==> src/rtl/mips_ctrl_pkg.sv <==
// Shared encodings for the multi-cycle MIPS control FSM: state codes, opcodes,
// datapath select encodings and the control-vector type.
package mips_ctrl_pkg;

  localparam logic [3:0] S_FETCH    = 4'd0;
  localparam logic [3:0] S_DECODE   = 4'd1;
  localparam logic [3:0] S_MEMADR   = 4'd2;
  localparam logic [3:0] S_MEMREAD  = 4'd3;
  localparam logic [3:0] S_MEMWB    = 4'd4;
  localparam logic [3:0] S_MEMWRITE = 4'd5;
  localparam logic [3:0] S_EXECUTE  = 4'd6;
  localparam logic [3:0] S_ALUWB    = 4'd7;
  localparam logic [3:0] S_BRANCH   = 4'd8;
  localparam logic [3:0] S_JUMP     = 4'd9;
  localparam logic [3:0] S_IMMEX    = 4'd10;
  localparam logic [3:0] S_IMMWB    = 4'd11;
  localparam logic [3:0] S_ILLEGAL  = 4'd12;

  localparam logic [5:0] OP_RTYPE = 6'b000000;
  localparam logic [5:0] OP_LW    = 6'b100011;
  localparam logic [5:0] OP_SW    = 6'b101011;
  localparam logic [5:0] OP_BEQ   = 6'b000100;
  localparam logic [5:0] OP_J     = 6'b000010;
  localparam logic [5:0] OP_ADDI  = 6'b001000;
  localparam logic [5:0] OP_ANDI  = 6'b001100;
  localparam logic [5:0] OP_ORI   = 6'b001101;

  localparam logic [1:0] ALU_ADD   = 2'b00;
  localparam logic [1:0] ALU_SUB   = 2'b01;
  localparam logic [1:0] ALU_FUNCT = 2'b10;
  localparam logic [1:0] ALU_LOGIC = 2'b11;

  localparam logic [1:0] SRCB_REGB   = 2'b00;
  localparam logic [1:0] SRCB_FOUR   = 2'b01;
  localparam logic [1:0] SRCB_IMM    = 2'b10;
  localparam logic [1:0] SRCB_IMM_SH = 2'b11;

  localparam logic [1:0] PCSRC_ALU    = 2'b00;
  localparam logic [1:0] PCSRC_ALUOUT = 2'b01;
  localparam logic [1:0] PCSRC_JUMP   = 2'b10;

  typedef struct packed {
    logic       pc_write;
    logic       pc_write_cond;
    logic       i_or_d;
    logic       mem_read;
    logic       mem_write;
    logic       ir_write;
    logic       mem_to_reg;
    logic       reg_dst;
    logic       reg_write;
    logic       alu_src_a;
    logic       ext_op;
    logic [1:0] alu_src_b;
    logic [1:0] alu_op;
    logic [1:0] pc_source;
    logic       illegal_op;
  } ctrl_t;

endpackage

==> src/rtl/mips_ctrl_decode.sv <==
// Combinational decoder: current state (+ opcode for immediate ops, mem_ready
// for the fetch strobes) to the full datapath control vector.
module mips_ctrl_decode
  import mips_ctrl_pkg::*;
(
  input  logic [3:0] state,
  input  logic [5:0] opcode,
  input  logic       mem_ready,
  output ctrl_t      ctrl
);

  logic is_addi;
  assign is_addi = (opcode == OP_ADDI);

  always_comb begin
    // NOTE: default every field first so no path through the case infers a latch.
    ctrl = '0;
    case (state)
      S_FETCH: begin
        ctrl.mem_read  = 1'b1;
        ctrl.alu_src_b = SRCB_FOUR;
        ctrl.alu_op    = ALU_ADD;
        ctrl.pc_source = PCSRC_ALU;
        ctrl.ir_write  = mem_ready;
        ctrl.pc_write  = mem_ready;
      end
      S_DECODE: begin
        ctrl.alu_src_b = SRCB_IMM_SH;
        ctrl.alu_op    = ALU_ADD;
        ctrl.ext_op    = 1'b1;
      end
      S_MEMADR: begin
        ctrl.alu_src_a = 1'b1;
        ctrl.alu_src_b = SRCB_IMM;
        ctrl.alu_op    = ALU_ADD;
        ctrl.ext_op    = 1'b1;
      end
      S_MEMREAD: begin
        ctrl.mem_read = 1'b1;
        ctrl.i_or_d   = 1'b1;
      end
      S_MEMWB: begin
        ctrl.reg_write  = 1'b1;
        ctrl.mem_to_reg = 1'b1;
      end
      S_MEMWRITE: begin
        ctrl.mem_write = 1'b1;
        ctrl.i_or_d    = 1'b1;
      end
      S_EXECUTE: begin
        ctrl.alu_src_a = 1'b1;
        ctrl.alu_src_b = SRCB_REGB;
        ctrl.alu_op    = ALU_FUNCT;
      end
      S_ALUWB: begin
        ctrl.reg_dst   = 1'b1;
        ctrl.reg_write = 1'b1;
      end
      S_BRANCH: begin
        ctrl.alu_src_a     = 1'b1;
        ctrl.alu_src_b     = SRCB_REGB;
        ctrl.alu_op        = ALU_SUB;
        ctrl.pc_write_cond = 1'b1;
        ctrl.pc_source     = PCSRC_ALUOUT;
      end
      S_JUMP: begin
        ctrl.pc_write  = 1'b1;
        ctrl.pc_source = PCSRC_JUMP;
      end
      S_IMMEX: begin
        ctrl.alu_src_a = 1'b1;
        ctrl.alu_src_b = SRCB_IMM;
        ctrl.alu_op    = is_addi ? ALU_ADD : ALU_LOGIC;
        ctrl.ext_op    = is_addi;
      end
      // Extension mode stays stable through write-back so the immediate path is glitch-free.
      S_IMMWB: begin
        ctrl.reg_write = 1'b1;
        ctrl.ext_op    = is_addi;
      end
      S_ILLEGAL: ctrl.illegal_op = 1'b1;
      default: ;
    endcase
  end

endmodule

==> src/rtl/mips_multicycle_control.sv <==
// Multi-cycle MIPS control FSM: state register, memory wait counter with
// timeout, and reset-gated datapath controls.
module mips_multicycle_control
  import mips_ctrl_pkg::*;
#(
  parameter int MEM_TIMEOUT = 15,
  parameter int CNT_W       = 4
) (
  input  logic       clock,
  input  logic       reset,
  input  logic [5:0] opcode,
  input  logic       mem_ready,
  output logic       pc_write,
  output logic       pc_write_cond,
  output logic       i_or_d,
  output logic       mem_read,
  output logic       mem_write,
  output logic       ir_write,
  output logic       mem_to_reg,
  output logic       reg_dst,
  output logic       reg_write,
  output logic       alu_src_a,
  output logic       ext_op,
  output logic [1:0] alu_src_b,
  output logic [1:0] alu_op,
  output logic [1:0] pc_source,
  output logic       bus_error,
  output logic       illegal_op,
  output logic [3:0] estado
);

  localparam logic [CNT_W-1:0] TIMEOUT_CNT = CNT_W'(MEM_TIMEOUT);

  logic [3:0]       state, state_next;
  logic [CNT_W-1:0] wait_cnt, wait_cnt_next;
  logic             mem_state, timeout;
  ctrl_t            ctrl, ctrl_out;

  assign mem_state = (state == S_FETCH) || (state == S_MEMREAD) || (state == S_MEMWRITE);
  assign timeout   = mem_state && !mem_ready && (wait_cnt == TIMEOUT_CNT);

  always_comb begin
    state_next = S_FETCH;
    case (state)
      S_FETCH:    state_next = mem_ready ? S_DECODE : S_FETCH;
      S_DECODE: begin
        case (opcode)
          OP_RTYPE:                  state_next = S_EXECUTE;
          OP_LW, OP_SW:              state_next = S_MEMADR;
          OP_BEQ:                    state_next = S_BRANCH;
          OP_J:                      state_next = S_JUMP;
          OP_ADDI, OP_ANDI, OP_ORI:  state_next = S_IMMEX;
          default:                   state_next = S_ILLEGAL;
        endcase
      end
      S_MEMADR:   state_next = (opcode == OP_SW) ? S_MEMWRITE :
                               (opcode == OP_LW) ? S_MEMREAD  : S_FETCH;
      S_MEMREAD:  state_next = mem_ready ? S_MEMWB :
                               timeout   ? S_FETCH : S_MEMREAD;
      S_MEMWRITE: state_next = (mem_ready || timeout) ? S_FETCH : S_MEMWRITE;
      S_EXECUTE:  state_next = S_ALUWB;
      S_IMMEX:    state_next = S_IMMWB;
      default:    state_next = S_FETCH;
    endcase
  end

  // Counting only while stalled in a memory state also clears it on every state change.
  assign wait_cnt_next = (mem_state && !mem_ready && !timeout) ? wait_cnt + 1'b1 : '0;

  always_ff @(posedge clock) begin
    // NOTE: state registers use non-blocking assignment so every flop samples pre-edge values.
    if (reset) begin
      state    <= S_FETCH;
      wait_cnt <= '0;
    end else begin
      state    <= state_next;
      wait_cnt <= wait_cnt_next;
    end
  end

  mips_ctrl_decode u_decode (
    .state     (state),
    .opcode    (opcode),
    .mem_ready (mem_ready),
    .ctrl      (ctrl)
  );

  assign ctrl_out = reset ? '0 : ctrl;

  assign pc_write      = ctrl_out.pc_write;
  assign pc_write_cond = ctrl_out.pc_write_cond;
  assign i_or_d        = ctrl_out.i_or_d;
  assign mem_read      = ctrl_out.mem_read;
  assign mem_write     = ctrl_out.mem_write;
  assign ir_write      = ctrl_out.ir_write;
  assign mem_to_reg    = ctrl_out.mem_to_reg;
  assign reg_dst       = ctrl_out.reg_dst;
  assign reg_write     = ctrl_out.reg_write;
  assign alu_src_a     = ctrl_out.alu_src_a;
  assign ext_op        = ctrl_out.ext_op;
  assign alu_src_b     = ctrl_out.alu_src_b;
  assign alu_op        = ctrl_out.alu_op;
  assign pc_source     = ctrl_out.pc_source;
  assign illegal_op    = ctrl_out.illegal_op;
  assign bus_error     = timeout && !reset;
  assign estado        = state;

endmodule

==> config.mk <==
export PLATFORM = sky130hd
export DESIGN_NAME = mips_multicycle_control
export DESIGN_NICKNAME = d
export VERILOG_FILES = /design/src/rtl/mips_ctrl_pkg.sv /design/src/rtl/mips_ctrl_decode.sv /design/src/rtl/mips_multicycle_control.sv
export SDC_FILE = /design/constraint.sdc
export NUM_CORES = 1
export LEC_CHECK = 0
export CORE_MARGIN = 5
export CORE_UTILIZATION = 52
export CTS_BUF_LIST = sky130_fd_sc_hd__clkbuf_2
export DETAILED_ROUTE_END_ITERATION = 10
export HOLD_SLACK_MARGIN = 0.1
export PLACE_DENSITY = 0.87
export SLEW_MARGIN = 20
export SYNTH_ARGS = -nofsm -noshare
export SYNTH_HDL_FRONTEND = slang
export SYNTH_HIERARCHICAL = 1
export SYNTH_SLANG_ARGS = --single-unit
export TNS_END_PERCENT = 20
==> constraint.sdc <==
create_clock -name clock -period 2.2 [get_ports clock]
set_input_delay 0.44 -clock clock [delete_from_list [all_inputs] [get_ports clock]]
set_output_delay 0.44 -clock clock [all_outputs]
set_load 0.02 [all_outputs]
## Word-level counts from Yosys, hierarchy flattened

Cells that the tools add are included.
Widths: inputs -> output; s select.

- Add/subtract/negate cells: 1
- Bitwise gates (word level): 1
- Mux-type cells: 24
- Equality and inequality tests: 20
- Reductions and logical operators: 21

Operator list:

| operator | count |
|---|---|
| $pmux 4 s7 | 1 |
| $eq 4x4->1 const B | 6 |
| $pmux 4 s6 | 1 |
| $pmux 4 s5 | 1 |
| $eq 6x4->1 const B | 3 |
| $mux 18 | 1 |
| $eq 4x3->1 const B | 4 |
| $eq 6x6->1 const B | 2 |
| $reduce_or 2->1 | 6 |
| $mux 1 | 11 |
| $mux 3 | 3 |
| $eq 4x2->1 const B | 2 |
| $eq 6x2->1 const B | 1 |
| $eq 6x3->1 const B | 1 |
| $logic_not 6->1 | 1 |
| $mux 2 | 3 |
| $reduce_or 3->1 | 2 |
| $add 4x1->4 const B | 1 |
| $eq 4x1->1 const B | 1 |
| $logic_and 1x1->1 | 4 |
| $logic_not 4->1 | 1 |
| $pmux 1 s2 | 2 |
| $pmux 2 s2 | 1 |
| $reduce_or 4->1 | 1 |
| other kinds (3) | 7 |

- Output and inout bits: 23
- Register bits: 8

## Logic depth before layout (Yosys ltp)

- Depth in word-level cells: 9
- Mapped depth: 6
- Gate-level depth less buffers: 5

## By module

The synthesis kept the hierarchy.

Modules (own cells, without submodules):

| module | sequential area each (sq um) | area each (sq um) | times used | cells an instance |
|---|---|---|---|---|
| mips_multicycle_control | 160.2 | 715.7 | 1 | 95 |
| mips_ctrl_decode | 0.0 | 304.0 | 1 | 43 |

## Worst setup path after synthesis

OpenSTA, ideal clock, no wires.

- Kind: register to output
- Start: register state[1] (netlist: estado[1])
- End: output port ext_op
- Stages on the path, launching flop included: 6
- Arrival time: 1.518 ns
- Setup slack: 0.242 ns
- Cell sequence: dfxtp_1 buf_6 nand2b_4 or2_1 a211oi_2 nor2b_1

RTL lines:

| item | RTL line | text |
|---|---|---|
| start, declared | mips_multicycle_control.sv:34 | `logic [3:0] state, state_next;` |
| start signal, assigned | mips_multicycle_control.sv:76 | `state <= state_next;` |
| end, declared | mips_multicycle_control.sv:23 | `output logic ext_op,` |

==> summary.md <==
| Metric | Value |
|---|---|
| Global-route wire length before repair | 5060 um |
| RSZ-0062 raised after global routing | true |
| Slowest stage delay, CP | 0.50 ns |
| Leak | 0.690 nW |
| Pwr Density | 335 nW/um2 |
| Num CTS Buffers | 3 |
| Number of vias per cell | 5.72 |
| #FFs+latches synth | 8 |
| Placed cell count | 213 |
| Critical Path Fanout Max | 3 |
| Design area | 1490 um2 |
| Max cap viols | 0 |
| Internal power | 0.310 mW |
| # rows | 16 |
| Post-Place Cell Area | 1490 um2 |
| Syn-to-layout area delta | 45.8% |
| Hold_buf cts | 0 |
| Relative slew margins | 79.6% |
| CTS Buffer Depth | 2 |
| Syn Std Cell Area | 1020 um2 |
| Reg power frac | 33.0% |
| Fin crit share | 98.0% |
| Sw Pwr | 0.187 mW |
| Clock power frac | 17.5% |
| CORE AREA | 1920 um2 |
| Slew @ Worst Pin | 0.303 ns |
| FILL cells | 160 |
| Postcts setup bufs | 0 |
| Pin count of the biggest net entering global routing | 18 |
| Final ANT Viol Nets | 0 |
| Ant diodes | 0 |
| Multiplexer share of the synthesized area | 0% |
| Post-route setup slack | 0.0444 ns |
| Ys Warns | 6 |
| Final nets | 201 |
| CTS sink count | 8 |
| Simple-Gate Fraction of Synth Area | 50.7% |
| Worst path cell trace | clkdlybuf4s50_1, buf_4, nor4b_4, nor2b_1, dlygate4sd2_1 |
| Arrival time at the worst endpoint | 1.72 ns |
| Ys flop type | dfxtp_1 |
| Crit Path Category | in -> out |
| Post-Synth XOR/XNOR Area | 4.29% |
| Mapped Nets | 148 |
| All-Layer GR Usage | 23.5% |
| Post-synthesis compound-gate area fraction | 20.4% |
| Combinational power share | 49.5% |
| IO Port Bufs | 31 |
| H-Tree Depth | 1 |
| Post-synth EDFFs | 0 |
| Setup Skew | 0.00269 ns |
| Critical Path RT | 1.76 ns |
| IO Count | 32 |
| Setup slack at placement | -0.534 ns |
| Sequential element share of the synthesized area | 15.7% |
| Switch share | 37.7% |
| Outcome | finished clean |
| Worst-path clk slew | 0.07 ns |
| Die height | 54.3 um |
| Netlist cell types | 43 |
| DRT Wirelength | 3180 um |
| Buf/Inv on CP | 3 |
| CP delay by family, top | buffers and inverters |
| DR vias | 1,235 |
| DP HPWL | 2400 um |
| Post-route DRC | 0 |
| Drt pass-1 iters | 5 |
| Final Slew Violations | 0 |
| Layout cells sized above 1 | 28.0% |
| Worst vdd ir | 0.249 mV |
| Initial antenna violation count | 0 |
| Starting DRT DRC Count | 25 |
| GP Congestion | 0.860 |
| Clock latency on the worst-skew pair | 0.24 ns |
| Post-Synth Adder-Cell Area | 1.23% |
| Grt ovf | 0 |
| Die area | 2950 um2 |
| CTS tree | yes |
| Routed wire length per instance | 14.7 um |
| Largest family of logic cells by synthesized area | simple AND/OR/NAND/NOR gates |
| F_max | 464 MHz |
| Slowest cell on the critical path | clkdlybuf4s50_1 |
| Hold Path Class | reg -> reg |
| Die extent in x | 54.3 um |
| Total Power | 0.497 mW |
| Post-synthesis instance total | 138 |
| Async SR Flop Fraction | 0% |
| Endpoints failing setup | 0 |
| Startpoint types | primary input |
| Cell at the root of the clock tree | clkbuf_2 |
| Starting Density | 53.1% |
| Mapped Avg Cell Area | 7.39 um2 |
| Fin. Hold Viols | 0 |
| Vias in the first global route | 1,185 |
| Finished Layout Cells | 216 |
| Crit end category | output pin |
| Min Tclk post-route | 2.16 ns |
metal layers:
layer  up-vias  routed length [um]  global-route usage, %
met3        11                 131                   2.72
met5         -                   0                      0
met4         0                 103                   11.6
met2        43                1690                   44.8
li1        601                   -                      -
met1       580                1250                   25.0
cells in the mapped netlist, types with 2 or more instances:
cell type	n	share of area (%)
nand4b_1	2	1.7
xnor2_1	3	2.6
o21ai_0	7	3.4
nor3_1	4	2.0
nand2b_1	5	3.1
and2b_1	2	1.5
and3_2	2	1.5
a21oi_1	8	3.9
buf_6	4	4.4
nor2_1	15	5.5
o21bai_1	2	1.5
buf_2	3	1.5
a31oi_1	5	3.1
nand3_1	3	1.5
nor4b_2	2	2.9
nor4_1	3	1.8
nor3b_1	4	2.9
a211oi_2	2	2.5
clkbuf_1	2	0.74
a311oi_1	2	1.7
nand2_1	6	2.2
or2_1	3	1.8
nor2b_1	21	13
xor2_1	2	1.7
dfxtp_1	8	16
worst paths after layout:
check	from	endpoint	slack, ns	cells after the start
max	mem_ready	ir_write	0.04	5
min reg2reg	wait_cnt[0]	wait_cnt[0]	0.46	1
max reg2reg	estado[0]	estado[1]	0.48	7
min	wait_cnt[0]	wait_cnt[0]	0.46	1
cells in the final DEF (no fill, tap or decap), types with 2 or more instances in the layout:
| cell type | count |
|---|---|
| buf_4 | 28 |
| nor2b_1 | 21 |
| dlygate4sd2_1 | 16 |
| nor2_1 | 14 |
| a21oi_1 | 8 |
| clkdlybuf4s50_1 | 8 |
| o21ai_0 | 7 |
| nand2_1 | 6 |
| nand2b_1 | 5 |
| a31oi_1 | 5 |
| clkbuf_2 | 5 |
| dfxtp_1 | 5 |
| nand3_1 | 3 |
| nor4_1 | 3 |
| nor3_1 | 3 |
| nor3b_1 | 3 |
| xnor2_1 | 3 |
| dfxtp_2 | 3 |
| buf_2 | 3 |
| or2_1 | 3 |
| xor2_1 | 2 |
| and3_2 | 2 |
| o21bai_1 | 2 |
| nand4b_1 | 2 |
| a311oi_1 | 2 |
| and2b_1 | 2 |
| nor4b_4 | 2 |
| nor2_2 | 2 |
| a211oi_2 | 2 |
power groups by stage:
stage                     combinational [mW]  clock (mW)  sequential, mW
final                                  0.246      0.0868           0.164
after global routing                   0.266      0.0949           0.165
after CTS                              0.242      0.0861           0.164
after detailed placement               0.250           0           0.166
after global placement                 0.239           0           0.165
after floorplan                        0.138           0           0.167
cells by family after synthesis:
logic type | count (synthesis)
AND/OR/NAND/NOR | 82
buffers and inverters | 11
flip-flops | 8
AO/OA/AOI/OAI | 31
adder cells (fa/ha/maj) | 1
XOR/XNOR | 5
sequential cells by signal (all words and copies together), names as in the netlist:
signal and cells:
wait_cnt 4, estado 4
through the flow:
stage          TNS (ns)  utilization [%]  hold slack, ns
2_1_floorplan         0                -           0.428
3_3_place_gp      -3.32             77.6           0.441
3_5_place_dp      -3.58             77.6           0.459
4_1_cts          -0.145             77.7           0.470
5_1_grt        -0.00328             77.3           0.504
6_report              0             77.3           0.465
what timing repair did:
item	4_1_cts	5_1_grt
setup endpoints to repair	19	4
gates resized for setup	40	7
endpoints found under the hold margin	0	0
pin swaps	2	0
final cells by class:
type	instances	area, um2	area share (%)
Clock buffer	3	15.0	1.01
Inverter	1	3.75	0.253
Multi-Input combinational cell	119	802	54.0
Sequential cell	8	164	11.0
Tap cell	27	33.8	2.27
Timing Repair Buffer	58	468	31.5
Note: power is estimated with default switching activity, not from simulation.
